<file path="config.mk">
export PLATFORM = sky130hd
export DESIGN_NAME = mem_access_arbiter
export DESIGN_NICKNAME = d
export VERILOG_FILES = /design/src/rtl/mem_arb_pkg.sv /design/src/rtl/mem_arb_rr_select.sv /design/src/rtl/mem_access_arbiter.sv
export SDC_FILE = /design/constraint.sdc
export NUM_CORES = 1
export LEC_CHECK = 0
export BUFFER_PORTS_ARGS = -buffer_cell sky130_fd_sc_hd__buf_2
export CAP_MARGIN = 0
export CORE_ASPECT_RATIO = 1.4
export CORE_MARGIN = 5
export CORE_UTILIZATION = 27
export DETAILED_ROUTE_END_ITERATION = 8
export PLACE_DENSITY = 0.79
export SLEW_MARGIN = 20
export SYNTH_ARGS = -nofsm -noshare
export SYNTH_HDL_FRONTEND = slang
export SYNTH_SLANG_ARGS = --single-unit
</file>
<file path="constraint.sdc">
create_clock -name clock -period 1.2 [get_ports clock]
set_input_delay 0.06 -clock clock [delete_from_list [all_inputs] [get_ports clock]]
set_output_delay 0.06 -clock clock [all_outputs]
set_load 0.05 [all_outputs]
</file>
<file path="src/rtl/mem_arb_pkg.sv">
// rtl/mem_arb_pkg.sv - shared types and helpers for the search-window memory arbiter
package mem_arb_pkg;

   // Requester index: loader is requester 0, PE-array fetch is requester 1
   typedef enum logic {
      REQ_LOADER = 1'b0,
      REQ_FETCH  = 1'b1
   } req_idx_e;

   localparam int NUM_REQ = 2;

   // Ceiling log2, used to size the burst counter
   function automatic int clog2(input int value);
      int result;
      result = 0;
      while ((1 << result) < value) begin
         result = result + 1;
      end
      return result;
   endfunction

   // Burst counter width, never narrower than one bit
   function automatic int cnt_width(input int burst_len);
      return (clog2(burst_len) < 1) ? 1 : clog2(burst_len);
   endfunction

   // The requester that is not the given one
   function automatic req_idx_e other_req(input req_idx_e idx);
      return (idx == REQ_LOADER) ? REQ_FETCH : REQ_LOADER;
   endfunction

endpackage

</file>
<file path="src/rtl/mem_arb_rr_select.sv">
// rtl/mem_arb_rr_select.sv - two-way round-robin pick producing a one-hot grant
module mem_arb_rr_select
   import mem_arb_pkg::*;
(
   input  logic [NUM_REQ-1:0] req,
   input  req_idx_e           last,
   input  logic               keep,
   output logic [NUM_REQ-1:0] gnt
);

   req_idx_e prefer;
   req_idx_e alt;

   // Favour the last winner while its burst is still open, otherwise the other one;
   // fall back to the non-preferred requester so a lone requester never sees a bubble
   always_comb begin
      gnt    = '0;
      prefer = keep ? last : other_req(last);
      alt    = other_req(prefer);
      if (req[prefer]) begin
         gnt[prefer] = 1'b1;
      end else if (req[alt]) begin
         gnt[alt] = 1'b1;
      end
   end

endmodule

</file>
<file path="src/rtl/mem_access_arbiter.sv">
// rtl/mem_access_arbiter.sv - single-port search-window memory arbiter; MEM_ARB_BURST_EN enables burst grants
module mem_access_arbiter
   import mem_arb_pkg::*;
#(
   parameter int DWIDTH    = 8,
   parameter int AWIDTH    = 12,
   parameter int BURST_LEN = 4
) (
   input  logic              clock,
   input  logic              reset,
   input  logic              req0,
   input  logic              req1,
   input  logic              we0,
   input  logic              we1,
   input  logic [AWIDTH-1:0] addr0,
   input  logic [AWIDTH-1:0] addr1,
   input  logic [DWIDTH-1:0] wdata0,
   input  logic [DWIDTH-1:0] wdata1,
   output logic              gnt0,
   output logic              gnt1,
   output logic              rvalid0,
   output logic              rvalid1,
   output logic [DWIDTH-1:0] rdata,
   output logic              mem_wren,
   output logic [AWIDTH-1:0] mem_address,
   output logic [DWIDTH-1:0] mem_data,
   input  logic [DWIDTH-1:0] mem_q
);

`ifdef MEM_ARB_BURST_EN
   localparam int EFF_BURST = BURST_LEN;
`else
   // Strict per-access round robin behaves as a burst of one; BURST_LEN has no effect
   localparam int EFF_BURST = (BURST_LEN >= 1) ? 1 : 1;
`endif

   localparam int CW = cnt_width(EFF_BURST);

   req_idx_e             last_q, last_d;
   logic                 keep_q, keep_d;
   logic [CW-1:0]        cnt_q, cnt_d;
   logic [NUM_REQ-1:0]   rvalid_q, rvalid_d;
   logic [NUM_REQ-1:0]   req_v;
   logic [NUM_REQ-1:0]   sel_gnt;
   logic [NUM_REQ-1:0]   gnt;
   req_idx_e             win;

   assign req_v = {req1, req0};

   mem_arb_rr_select u_rr_select (
      .req  (req_v),
      .last (last_q),
      .keep (keep_q),
      .gnt  (sel_gnt)
   );

   // Grants are suppressed while reset is held; the granted port drives the memory
   always_comb begin
      gnt         = reset ? '0 : sel_gnt;
      mem_wren    = 1'b0;
      mem_address = '0;
      mem_data    = '0;
      if (gnt[REQ_LOADER]) begin
         mem_wren    = we0;
         mem_address = addr0;
         mem_data    = wdata0;
      end else if (gnt[REQ_FETCH]) begin
         mem_wren    = we1;
         mem_address = addr1;
         mem_data    = wdata1;
      end
   end

   // Pointer, burst state and read-valid pipeline for the next cycle
   always_comb begin
      last_d   = last_q;
      keep_d   = 1'b0;
      cnt_d    = '0;
      win      = gnt[REQ_FETCH] ? REQ_FETCH : REQ_LOADER;
      rvalid_d = {gnt[REQ_FETCH] & ~we1, gnt[REQ_LOADER] & ~we0};
      if (|gnt) begin
         last_d = win;
         if ((win == last_q) && keep_q) begin
            cnt_d = cnt_q + 1'b1;
         end else begin
            cnt_d = '0;
         end
         keep_d = (int'(cnt_d) < (EFF_BURST - 1));
      end
   end

   // State registers; reset returns priority to requester 0 and drops in-flight reads
   always_ff @(posedge clock) begin
      if (reset) begin
         last_q   <= REQ_FETCH;
         keep_q   <= 1'b0;
         cnt_q    <= '0;
         rvalid_q <= '0;
      end else begin
         last_q   <= last_d;
         keep_q   <= keep_d;
         cnt_q    <= cnt_d;
         rvalid_q <= rvalid_d;
      end
   end

   assign gnt0    = gnt[REQ_LOADER];
   assign gnt1    = gnt[REQ_FETCH];
   assign rvalid0 = rvalid_q[REQ_LOADER];
   assign rvalid1 = rvalid_q[REQ_FETCH];
   assign rdata   = mem_q;

endmodule

</file>
==> results of run 1 <==
-- Yosys cell counts, drive strengths merged --
master / instances
nor2: 23
a32oi: 21
buf: 15
dfxtp: 3
nand2: 3
clkbuf: 2
nand2b: 2
nor3: 2
a21boi: 1
o21ai: 1
-- per-layer routing --
metal	share of wire	vias up
li1	-	408
met1	0.37	383
met2	0.48	69
met3	0.14	6
met4	0.0087	0
met5	0	-
-- path summary, 6_finish.rpt --
path                from     endpoint  slack (ns)  cells past startpoint
setup / recovery  last_q     mem_wren       -0.21                      5
hold / removal       we0  rvalid_q[0]       0.009                      2
hold reg to reg   last_q       last_q        0.68                      3
setup reg to reg  last_q  rvalid_q[1]        0.15                      5
-- repair_timing --
item | 4_1_cts | 5_1_grt
gates resized for setup | 72 | 2
pin swaps | 15 | 2
gates cloned | 3 | 0
buffers inserted | 2 | 0
endpoints found under the setup margin | 23 | 23
-- per-stage QoR --
step                worst slack [ns]   util  TNS (ns)
CTS                           -0.181  0.729     -3.61
finish                        -0.205  0.733     -3.56
global placement             -0.0779  0.518    -0.977
floorplan                     -0.136      -    -0.619
detailed placement            -0.125  0.518     -2.01
global route                  -0.271  0.733     -5.19
-- logic make-up (layout without fill, tap and decap cells) --
kind of cell / Yosys count / after routing / synth area share
flip-flops: 3 / 3 / 0.115
AO/OA/AOI/OAI: 23 / 23 / 0.399
AND/OR/NAND/NOR: 30 / 33 / 0.255
buffers and inverters: 17 / 81 / 0.231
-- flip-flops by register name, summed over array words and instances (netlist names) --
signal    flops
last_q        1
rvalid_q      2
-- critical path, stage by stage (launching register included) --
cell	delay, ns
dfxtp_4	0.36
a21boi_4	0.17
buf_6	0.17
a32oi_1	0.08
nor2_2	0.15
buf_6	0.18
-- layout make-up --
cell class | instances | area, um2
flip-flops and latches | 3 | 63.8
fillers | 120 | 480
clock buffers | 4 | 26.3
repair buffers | 77 | 569
multi-input cells | 56 | 637
well taps | 20 | 25.0
-- power by group through the flow --
stage / Combinational [uW] / Clock (uW) / Sequential (uW)
after detailed placement: 506 / 0 / 111
after CTS: 664 / 182 / 111
after global placement: 497 / 0 / 110
after global routing: 702 / 196 / 111
after floorplan: 429 / 0 / 119
final: 669 / 177 / 111
==> results.tsv, run 1 <==
stage	metric	value	unit
clocking	clock_sinks	3	
timing	rsz0062_at_grt	yes	
finish	layout_common_cells	buf_2 (47), buf_6 (21), a32oi_2 (13), nor2_4 (13), nor2_2 (9)	
pwr	pwr_density_cell	724	nW/um2
min_path	hp-class	primary input to flip-flop	
synthesis	synthTopCellsByArea	a32oi_1 (35%), nor2_1 (17%), buf_4 (14%)	
pwr	power_frac_clock	0.185	
timing	final.period_utilization	1.17	
die	io_pins	87	
pwr	p_leak	0.000572	uW
timing	finalCriticalPeriod	1.41	ns
finish	antenna_cells	0	
finish	fin_nets	195	
critical_path	worstPathArrival	1.35	ns
timing	setup_viol	23	
pwr	p_total	956	uW
finish	final_common_cell	buf_2	
timing	fin_hold_ws	0.00857	ns
timing	tightest_slew	0.940	ns
place	port_buffers	70	
finish	syn2layout_area_growth	154	%
detailed_routing	via_per_inst	5.41	
global_routing	grt_overflow_total	0	
timing	finalWorstSetupSlack	-0.205	ns
die	start_util	0.289	
critical_path	end_kind	output port	
clocking	cts_tree	done	
timing	slew-limit-headroom	0.373	
clocking	cts.path.max_buffers	2	
pwr	power_frac_comb	0.700	
global_routing	use_met1	0.218	
detailed_routing	first_pass_iters	2	
synthesis	syn_area	520	um2
synthesis	synth.net_count	127	
job	cap_violations	0	
pwr	seqPwrFrac	0.116	
clocking	cts-htree-levels	1	
detailed_routing	drc	0	
die	die-area	2920	um2
synthesis	synth.distinct_cells	14	
pwr	switching_share	0.478	
global_routing	grt_max_degree	27	
critical_path	cp_max_fo	9	
global_routing	grt_pass1_wl	4130	um
timing	fmax	0.712	GHz
clocking	ctsRootBufferMaster	clkbuf_4	
clocking	cts_buffers	3	
synthesis	syn-instance-count	73	
synthesis	yosysTopAreaCellShare	0.353	
die	core_area	1800	um2
finish	stdcell_count	160	
synthesis	postSynthAreaPerCell	7.13	um2
detailed_routing	avgRoutedWirePerCell	16.5	um
pwr	ir_drop	0.858	mV
clocking	hold_buffers	0	
timing	hold_viol	0	
global_routing	groute.layer.met3.usage	0.0749	
synthesis	yosys.area.top_type	a32oi_1	
pwr	internal_power	500	uW
place	gp_congestion	0.748	
global_routing	antenna_found_initial	0	
place	place_inst	151	
status	status	finished with violations	
clocking	clock_latency	0.23	ns
critical_path	worstPathRequired	1.14	ns
die	rows	18	
timing	drv_slew	0	
critical_path	start_kind	flip-flop	
global_routing	grt.met2_usage	0.338	
clocking	clk_pin_slew	0.04	ns
synthesis	ys_ff_latch	3	
detailed_routing	wl	2650	um
finish	stdcell_area	1320	um2
detailed_routing	ant_nets	0	
status	failed_checks	negative setup slack	
die	die_width	47.1	um
synthesis	yosysWarnings	0	
global_routing	grt_pass1_vias	955	
detailed_routing	drtIter0Drc	1	
place	hpwl	1740	um
critical_path	criticalPathCategory	flip-flop to output port	
global_routing	top_usage_layer	met2	
finish	drive_gt1_frac	0.886	
die	die_y	62.0	um
timing	finClkSkew	0.00161	ns
pwr	p_switching	457	uW
synthesis	seq_area_frac_synth	0.115	
global_routing	track_usage	0.193	
detailed_routing	routed-via-count	866	
place	placed_area	933	um2
Power figures use the tool's default switching activity.
==> run 2: changes to the inputs <==
ABC_AREA = 1   (was not set)
CORE_UTILIZATION = 30   (was 27)
PLACE_DENSITY = 0.8   (was 0.79)
clock period = 1.5 ns   (was 1.2 ns; I/O delays follow)
==> run 2 against run 1 <==
The flow now finishes without violations. First-iteration DRC count rose to 26 times the previous value. Count of clock-buffer cells in the layout did not move. Global-route usage fell by 4.7 points. Worst hold slack improved by 0.0063 ns. Clock skew fell by 0.00065 ns. Critical path type unchanged.
==> results.tsv, run 2 <==
stage	metric	value	unit	change
min_path	min_delay_path_depth	2		unchanged
detailed_routing	drc	0		unchanged
detailed_routing	first_pass_iters	4		was 2
critical_path	r2r_cells	4		was 5
die	rows	19		was 18
detailed_routing	routed-via-count	934		was 866
synthesis	syn_area	613	um2	was 520 um2
global_routing	grt_pass1_vias	869		was 955
clocking	cts_resized	1		was 72
timing	tightest_slew	0.295	ns	was 0.940 ns
die	die_y	63.5	um	was 62.0 um
status	status	completed		was finished with violations
synthesis	postSynthAreaPerCell	6.32	um2	was 7.13 um2
synthesis	yosysWarnings	0		unchanged
synthesis	yosysTopAreaCellShare	0.214		was 0.353
synthesis	seq_area_frac_synth	0.0980		was 0.115
clocking	postCtsSetupBuffers	0		was 2
place	hpwl	1810	um	was 1740 um
finish	final_common_cell	buf_2		unchanged
finish	drive_gt1_frac	0.572		was 0.886
die	io_pins	87		unchanged
finish	fin_nets	214		was 195
place	gp_congestion	0.622		was 0.748
synthesis	syn-instance-count	97		was 73
clocking	cts_tree	done		unchanged
detailed_routing	wl	2230	um	was 2650 um
pwr	p_leak	0.000607	uW	was 0.000572 uW
critical_path	worstPathArrival	1.34	ns	was 1.35 ns
synthesis	ys_ff_latch	3		unchanged
critical_path	ff2ff_setup_slack	0.58	ns	was 0.15 ns
critical_path	cp_max_fo	23		was 9
critical_path	end_kind	output port		unchanged
die	core_area	1950	um2	was 1800 um2
finish	stdcell_area	937	um2	was 1320 um2
die	die_width	48.2	um	was 47.1 um
clocking	cts_buffers	3		unchanged
clocking	hold_buffers	0		unchanged
finish	antenna_cells	0		unchanged
detailed_routing	via_per_inst	5.19		was 5.41
synthesis	synth-main-ff-cell	dfxtp_1		unchanged
finish	reg_top3	rvalid_q (2), last_q (1)		unchanged
critical_path	criticalPathCategory	flip-flop to output port		unchanged
synthesis	yosys.area.top_type	nand4_1		was a32oi_1
clocking	clock_latency	0.23	ns	about the same
place	dp_slack	0.170	ns	was -0.125 ns
min_path	hold_end	rvalid_q[0]		unchanged
synthesis	synth.distinct_cells	15		was 14
global_routing	grt_max_degree	24		was 27
detailed_routing	avgRoutedWirePerCell	12.4	um	was 16.5 um
clocking	clock_sinks	3		unchanged
timing	finalWorstSetupSlack	0.0803	ns	was -0.205 ns
place	placed_area	906	um2	was 933 um2
finish	syn2layout_area_growth	52.9	%	was 154%
place	port_buffers	70		unchanged
synthesis	synth.most_common_cell	nand2_1		was nor2_1
global_routing	track_usage	0.146		was 0.193
clocking	cts.path.max_buffers	2		unchanged
clocking	cts-htree-levels	1		unchanged
global_routing	grt_pass1_wl	3330	um	was 4130 um
die	die-area	3060	um2	was 2920 um2
die	start_util	0.315		was 0.289
timing	finClkSkew	0.000960	ns	was 0.00161 ns
min_path	hp-class	primary input to flip-flop		unchanged
finish	regMostFlops	rvalid_q		unchanged
critical_path	start_kind	flip-flop		unchanged
timing	final.period_utilization	0.946		
finish	layout_common_cells	buf_2 (70), nand2_1 (23), nand4_1 (21), nand3_1 (13), nand3_2 (9)		was buf_2 (47), buf_6 (21), a32oi_2 (13), nor2_4 (13), nor2_2 (9)
timing	finalSetupTns	0	ns	was -3.56 ns
timing	hold_viol	0		unchanged
synthesis	synthTopCellsByArea	nand4_1 (21%), nand3_2 (15%), nand2_1 (14%)		was a32oi_1 (35%), nor2_1 (17%), buf_4 (14%)
synthesis	synth_edf_count	0		unchanged
finish	largest_reg_flops	2		unchanged
pwr	pwr_density_cell	644	nW/um2	was 724 nW/um2
timing	slew-limit-headroom	0.803		was 0.373
job	cap_violations	0		unchanged
global_routing	antenna_found_initial	0		unchanged
timing	setup_viol	0		was 23
global_routing	grt_overflow_total	0		unchanged
clocking	clk_pin_slew	0.03	ns	was 0.04 ns
timing	rsz0062_at_grt	no		was yes
timing	drv_slew	0		unchanged
critical_path	crit_slowest_cell	dfxtp_1		was dfxtp_4
critical_path	r2r_end	rvalid_q[0]		was rvalid_q[1]
critical_path	reg2reg_from	last_q		unchanged
critical_path	cp_cell_sequence	inv_1 -> nand2_4 -> nand3_1 -> nand2_1 -> buf_2		was a21boi_4 -> buf_6 -> a32oi_1 -> nor2_2 -> buf_6
timing	fmax	0.704	GHz	
pwr	ir_drop	0.310	mV	was 0.858 mV
clocking	ctsRootBufferMaster	clkbuf_4		unchanged
timing	finalCriticalPeriod	1.42	ns	
detailed_routing	drtIter0Drc	26		was 1
critical_path	max_stage_delay	0.32	ns	was 0.36 ns
min_path	min_from	we0		unchanged
synthesis	synth.net_count	151		was 127
critical_path	worstPathRequired	1.42	ns	was 1.14 ns
synthesis	synth_common_cells	nand2_1 (23), nand4_1 (21), nand3_1 (13)		was nor2_1 (23), a32oi_1 (21), buf_4 (10)
detailed_routing	ant_nets	0		unchanged
synthesis	async_reset_ff_frac	0		unchanged
finish	fillers	209		was 120
-- run 2: cell types whose count changed in the layout (fill, tap and decap cells not counted), moves of 12 or more --
cell,before,now
buf_6,21,0
nand3_1,0,13
a32oi_2,13,0
nor2_4,13,1
nand4_1,0,21
buf_2,47,70
nand2_1,3,23
-- run 2: metrics by stage --
step	cells	power (uW)	hold slack, ns	utilization
2_1_floorplan	97	404	0.147	-
5_1_grt	180	649	0.00734	0.481
3_3_place_gp	176	456	0.150	0.465
6_report	180	604	0.0149	0.481
3_5_place_dp	176	464	0.150	0.465
4_1_cts	180	613	0.0100	0.481
-- run 2: worst max path at each step --
stage	startpoint	to	slack, ns
after floorplan	last_q	mem_address[0]	0.39
after global placement	last_q	mem_wren	0.25
after detailed placement	last_q	mem_address[6]	0.17
after CTS	last_q	mem_address[6]	0.08
after global routing	last_q	mem_address[11]	0.02
final	last_q	mem_address[6]	0.08
-- run 2: where the power goes --
part           internal (uW)  switching (uW)  total (uW)
Combinational            110             267         377
Sequential              84.5            1.48        86.0
Clock                   99.6            40.9         141
-- run 2: area by class of cell --
class	instances	area, um2	area share
Tap cell	21	26.3	0.0280
Multi-Input combinational cell	71	410	0.438
Sequential cell	3	60.1	0.0641
Inverter	5	18.8	0.0200
Timing Repair Buffer	76	395	0.422
Clock buffer	4	26.3	0.0280
-- run 2: per-layer routing --
layer	global-route usage	up-vias	wire length [um]	share of wire
li1	-	461	-	-
met1	0.135	401	748	0.33
met2	0.265	62	1100	0.49
met3	0.0313	10	337	0.15
met4	0.0808	0	47	0.021
met5	0	-	0	0
-- run 2: kinds of logic (layout without fill, tap and decap cells) --
kind of cell           after synthesis  count (layout)  share of synthesized area
AOI/OAI and AO/OA                    1               1                     0.0122
DFF                                  3               3                     0.0980
buffers and inverters               23              85                      0.241
and+or+nand+nor                     70              70                      0.649
-- run 2: critical path: cells and delay by family, from the launching register on --
family	cells	cell delay (ns)
buf+inv	2	0.34
simple gates	3	0.45
flops	1	0.32
==> run 3: changes to the inputs <==
==> constraint.sdc (replaced) <==
create_clock -name clock -period 1.5 [get_ports clock]
set_input_delay 0.075 -clock clock [delete_from_list [all_inputs] [get_ports clock]]
set_output_delay 0.075 -clock clock [all_outputs]
set_load 0.01 [all_outputs]
==> run 3 against run 2 <==
Global-route usage down 0.94 points. Power is 22% lower. Via count decreased by 1.6%. Highest routed layer unchanged. Clock power about the same. Sequential power about the same. Critical path type unchanged. Design area shrank 2.4%. Largest power group unchanged. Non-clock buffer count shrank 3. Die area stayed put.
==> results.tsv, run 3 (synthesis gave the netlist of run 2 again) <==
stage	metric	value	unit	change
status	status	completed		unchanged
job	cap_violations	0		unchanged
detailed_routing	wl	2250	um	was 2230 um
critical_path	ff2ff_setup_slack	0.55	ns	was 0.58 ns
min_path	hp-class	primary input to flip-flop		unchanged
timing	fmax	0.771	GHz	was 0.704 GHz
die	die-area	3060	um2	unchanged
timing	hold_viol	0		unchanged
critical_path	r2r_end	rvalid_q[0]		unchanged
global_routing	track_usage	0.137		was 0.146
finish	final_common_cell	buf_2		unchanged
critical_path	worstPathArrival	1.22	ns	was 1.34 ns
finish	layout_common_cells	buf_2 (70), nand2_1 (23), nand4_1 (21), nand3_1 (13), nand3_2 (9)		unchanged
critical_path	r2r_cells	4		unchanged
pwr	switching_share	0.385		was 0.513
pwr	power_frac_comb	0.512		was 0.625
finish	ff_latch_area	60.1	um2	unchanged
global_routing	grt_pass1_vias	853		was 869
pwr	p_leak	0.000593	uW	was 0.000607 uW
place	port_buffers	70		unchanged
critical_path	cp_top_family	simple AND/OR/NAND/NOR gates		unchanged
die	io_pins	87		unchanged
timing	rsz0062_at_grt	no		unchanged
timing	slew-limit-headroom	0.618		was 0.803
die	start_util	0.315		unchanged
critical_path	cp_max_fo	23		unchanged
timing	finClkSkew	0.00485	ns	was 0.000960 ns
die	rows	19		unchanged
pwr	seqPwrFrac	0.183		was 0.143
clocking	cts-htree-levels	1		unchanged
finish	drive_gt1_frac	0.564		was 0.572
clocking	cts.path.max_buffers	2		unchanged
finish	antenna_cells	0		unchanged
critical_path	max_stage_delay	0.32	ns	about the same
critical_path	cp_cell_sequence	inv_1 -> nand2_4 -> nand3_1 -> nand2_1 -> buf_2		unchanged
clocking	cts_buffers	3		unchanged
finish	multi_input_area	410	um2	unchanged
die	die_width	48.2	um	unchanged
detailed_routing	drc	0		unchanged
finish	fin_nets	211		was 214
clocking	cts_tree	done		unchanged
finish	final_util	0.469		was 0.481
finish	largest_reg_flops	2		unchanged
place	gp_congestion	0.630		was 0.622
clocking	hold_buffers	0		unchanged
detailed_routing	drtIter0Drc	19		was 26
timing	finalSetupTns	0	ns	unchanged
timing	setup_viol	0		unchanged
die	die_y	63.5	um	unchanged
pwr	pwr_density_cell	512	nW/um2	was 644 nW/um2
critical_path	criticalPathCategory	flip-flop to output port		unchanged
finish	fillers	211		was 209
critical_path	reg2reg_from	last_q		unchanged
clocking	postCtsSetupBuffers	0		unchanged
finish	regMostFlops	rvalid_q		unchanged
critical_path	crit_slowest_cell	dfxtp_1		unchanged
clocking	ctsRootBufferMaster	clkbuf_4		unchanged
clocking	clock_sinks	3		unchanged
pwr	p_switching	180	uW	was 309 uW
global_routing	grt_overflow_total	0		unchanged
die	core_area	1950	um2	unchanged
timing	drv_slew	0		unchanged
clocking	clk_pin_slew	0.04	ns	was 0.03 ns
detailed_routing	ant_nets	0		unchanged
pwr	ir_drop	0.274	mV	was 0.310 mV
finish	reg_top3	rvalid_q (2), last_q (1)		unchanged
pwr	internal_power	288	uW	was 294 uW
critical_path	worstPathRequired	1.42	ns	about the same
critical_path	path_buf_inv	2		unchanged
global_routing	antenna_found_initial	0		unchanged
critical_path	path_depth	5		unchanged
detailed_routing	routed-via-count	919		was 934
timing	tightest_slew	0.572	ns	was 0.295 ns
timing	finalCriticalPeriod	1.30	ns	was 1.42 ns
pwr	power_frac_clock	0.304		was 0.233
clocking	clock_latency	0.23	ns	about the same
global_routing	grt_max_degree	24		unchanged
critical_path	end_kind	output port		unchanged
min_path	hold_end	rvalid_q[1]		was rvalid_q[0]
global_routing	grt_pass1_wl	3210	um	was 3330 um
finish	syn2layout_area_growth	49.2	%	was 52.9%
place	hpwl	1660	um	was 1810 um
detailed_routing	via_per_inst	5.19		about the same
timing	final.period_utilization	0.864		was 0.946
min_path	min_delay_path_depth	2		unchanged
detailed_routing	first_pass_iters	4		unchanged
detailed_routing	avgRoutedWirePerCell	12.7	um	was 12.4 um
critical_path	start_kind	flip-flop		unchanged
min_path	min_from	we1		was we0
clocking	cts_resized	0		was 1
## run 3: worst max-delay path by stage
| stage | slack (ns) | to | from |
|---|---|---|---|
| 2_1_floorplan | 0.63 | mem_address[0] | last_q |
| 3_5_place_dp | 0.30 | mem_address[8] | last_q |
| 6_report | 0.20 | mem_address[8] | last_q |
| 3_3_place_gp | 0.37 | mem_data[7] | last_q |
| 5_1_grt | 0.11 | gnt0 | last_q |
| 4_1_cts | 0.05 | mem_address[8] | last_q |
## run 3: layout make-up
type	count	share of cell area
Sequential cell	3	0.0657
Multi-Input combinational cell	71	0.449
Inverter	5	0.0205
Timing Repair Buffer	73	0.408
Tap cell	21	0.0287
Clock buffer	4	0.0287
## run 3: metal layers
metal  vias up  part of all wire  global-route usage
li1        455                 -                   -
met1       397              0.35               0.128
met2        61              0.50               0.257
met3         6              0.14              0.0228
met4         0             0.012              0.0606
met5         -                 0                   0
## run 3: metrics by stage
| stage | area (um2) | total power [uW] | instances | hold WS [ns] | setup slack, ns |
|---|---|---|---|---|---|
| 6_report | 915 | 468 | 177 | 0.0175 | 0.204 |
| 5_1_grt | 915 | 506 | 177 | 0.0211 | 0.114 |
| 4_1_cts | 910 | 471 | 177 | 0.0120 | 0.0496 |
| 3_5_place_dp | 883 | 324 | 173 | 0.150 | 0.300 |
| 3_3_place_gp | 883 | 317 | 173 | 0.150 | 0.367 |
| 2_1_floorplan | 613 | 236 | 97 | 0.147 | 0.632 |
## run 3: power by group through the flow
stage | Combinational (uW) | Clock, uW | Sequential (uW)
floorplan | 148 | 0 | 88.1
global placement | 230 | 0 | 86.8
detailed placement | 237 | 0 | 87.0
CTS | 239 | 147 | 85.8
global route | 263 | 157 | 86.1
finish | 240 | 142 | 85.8
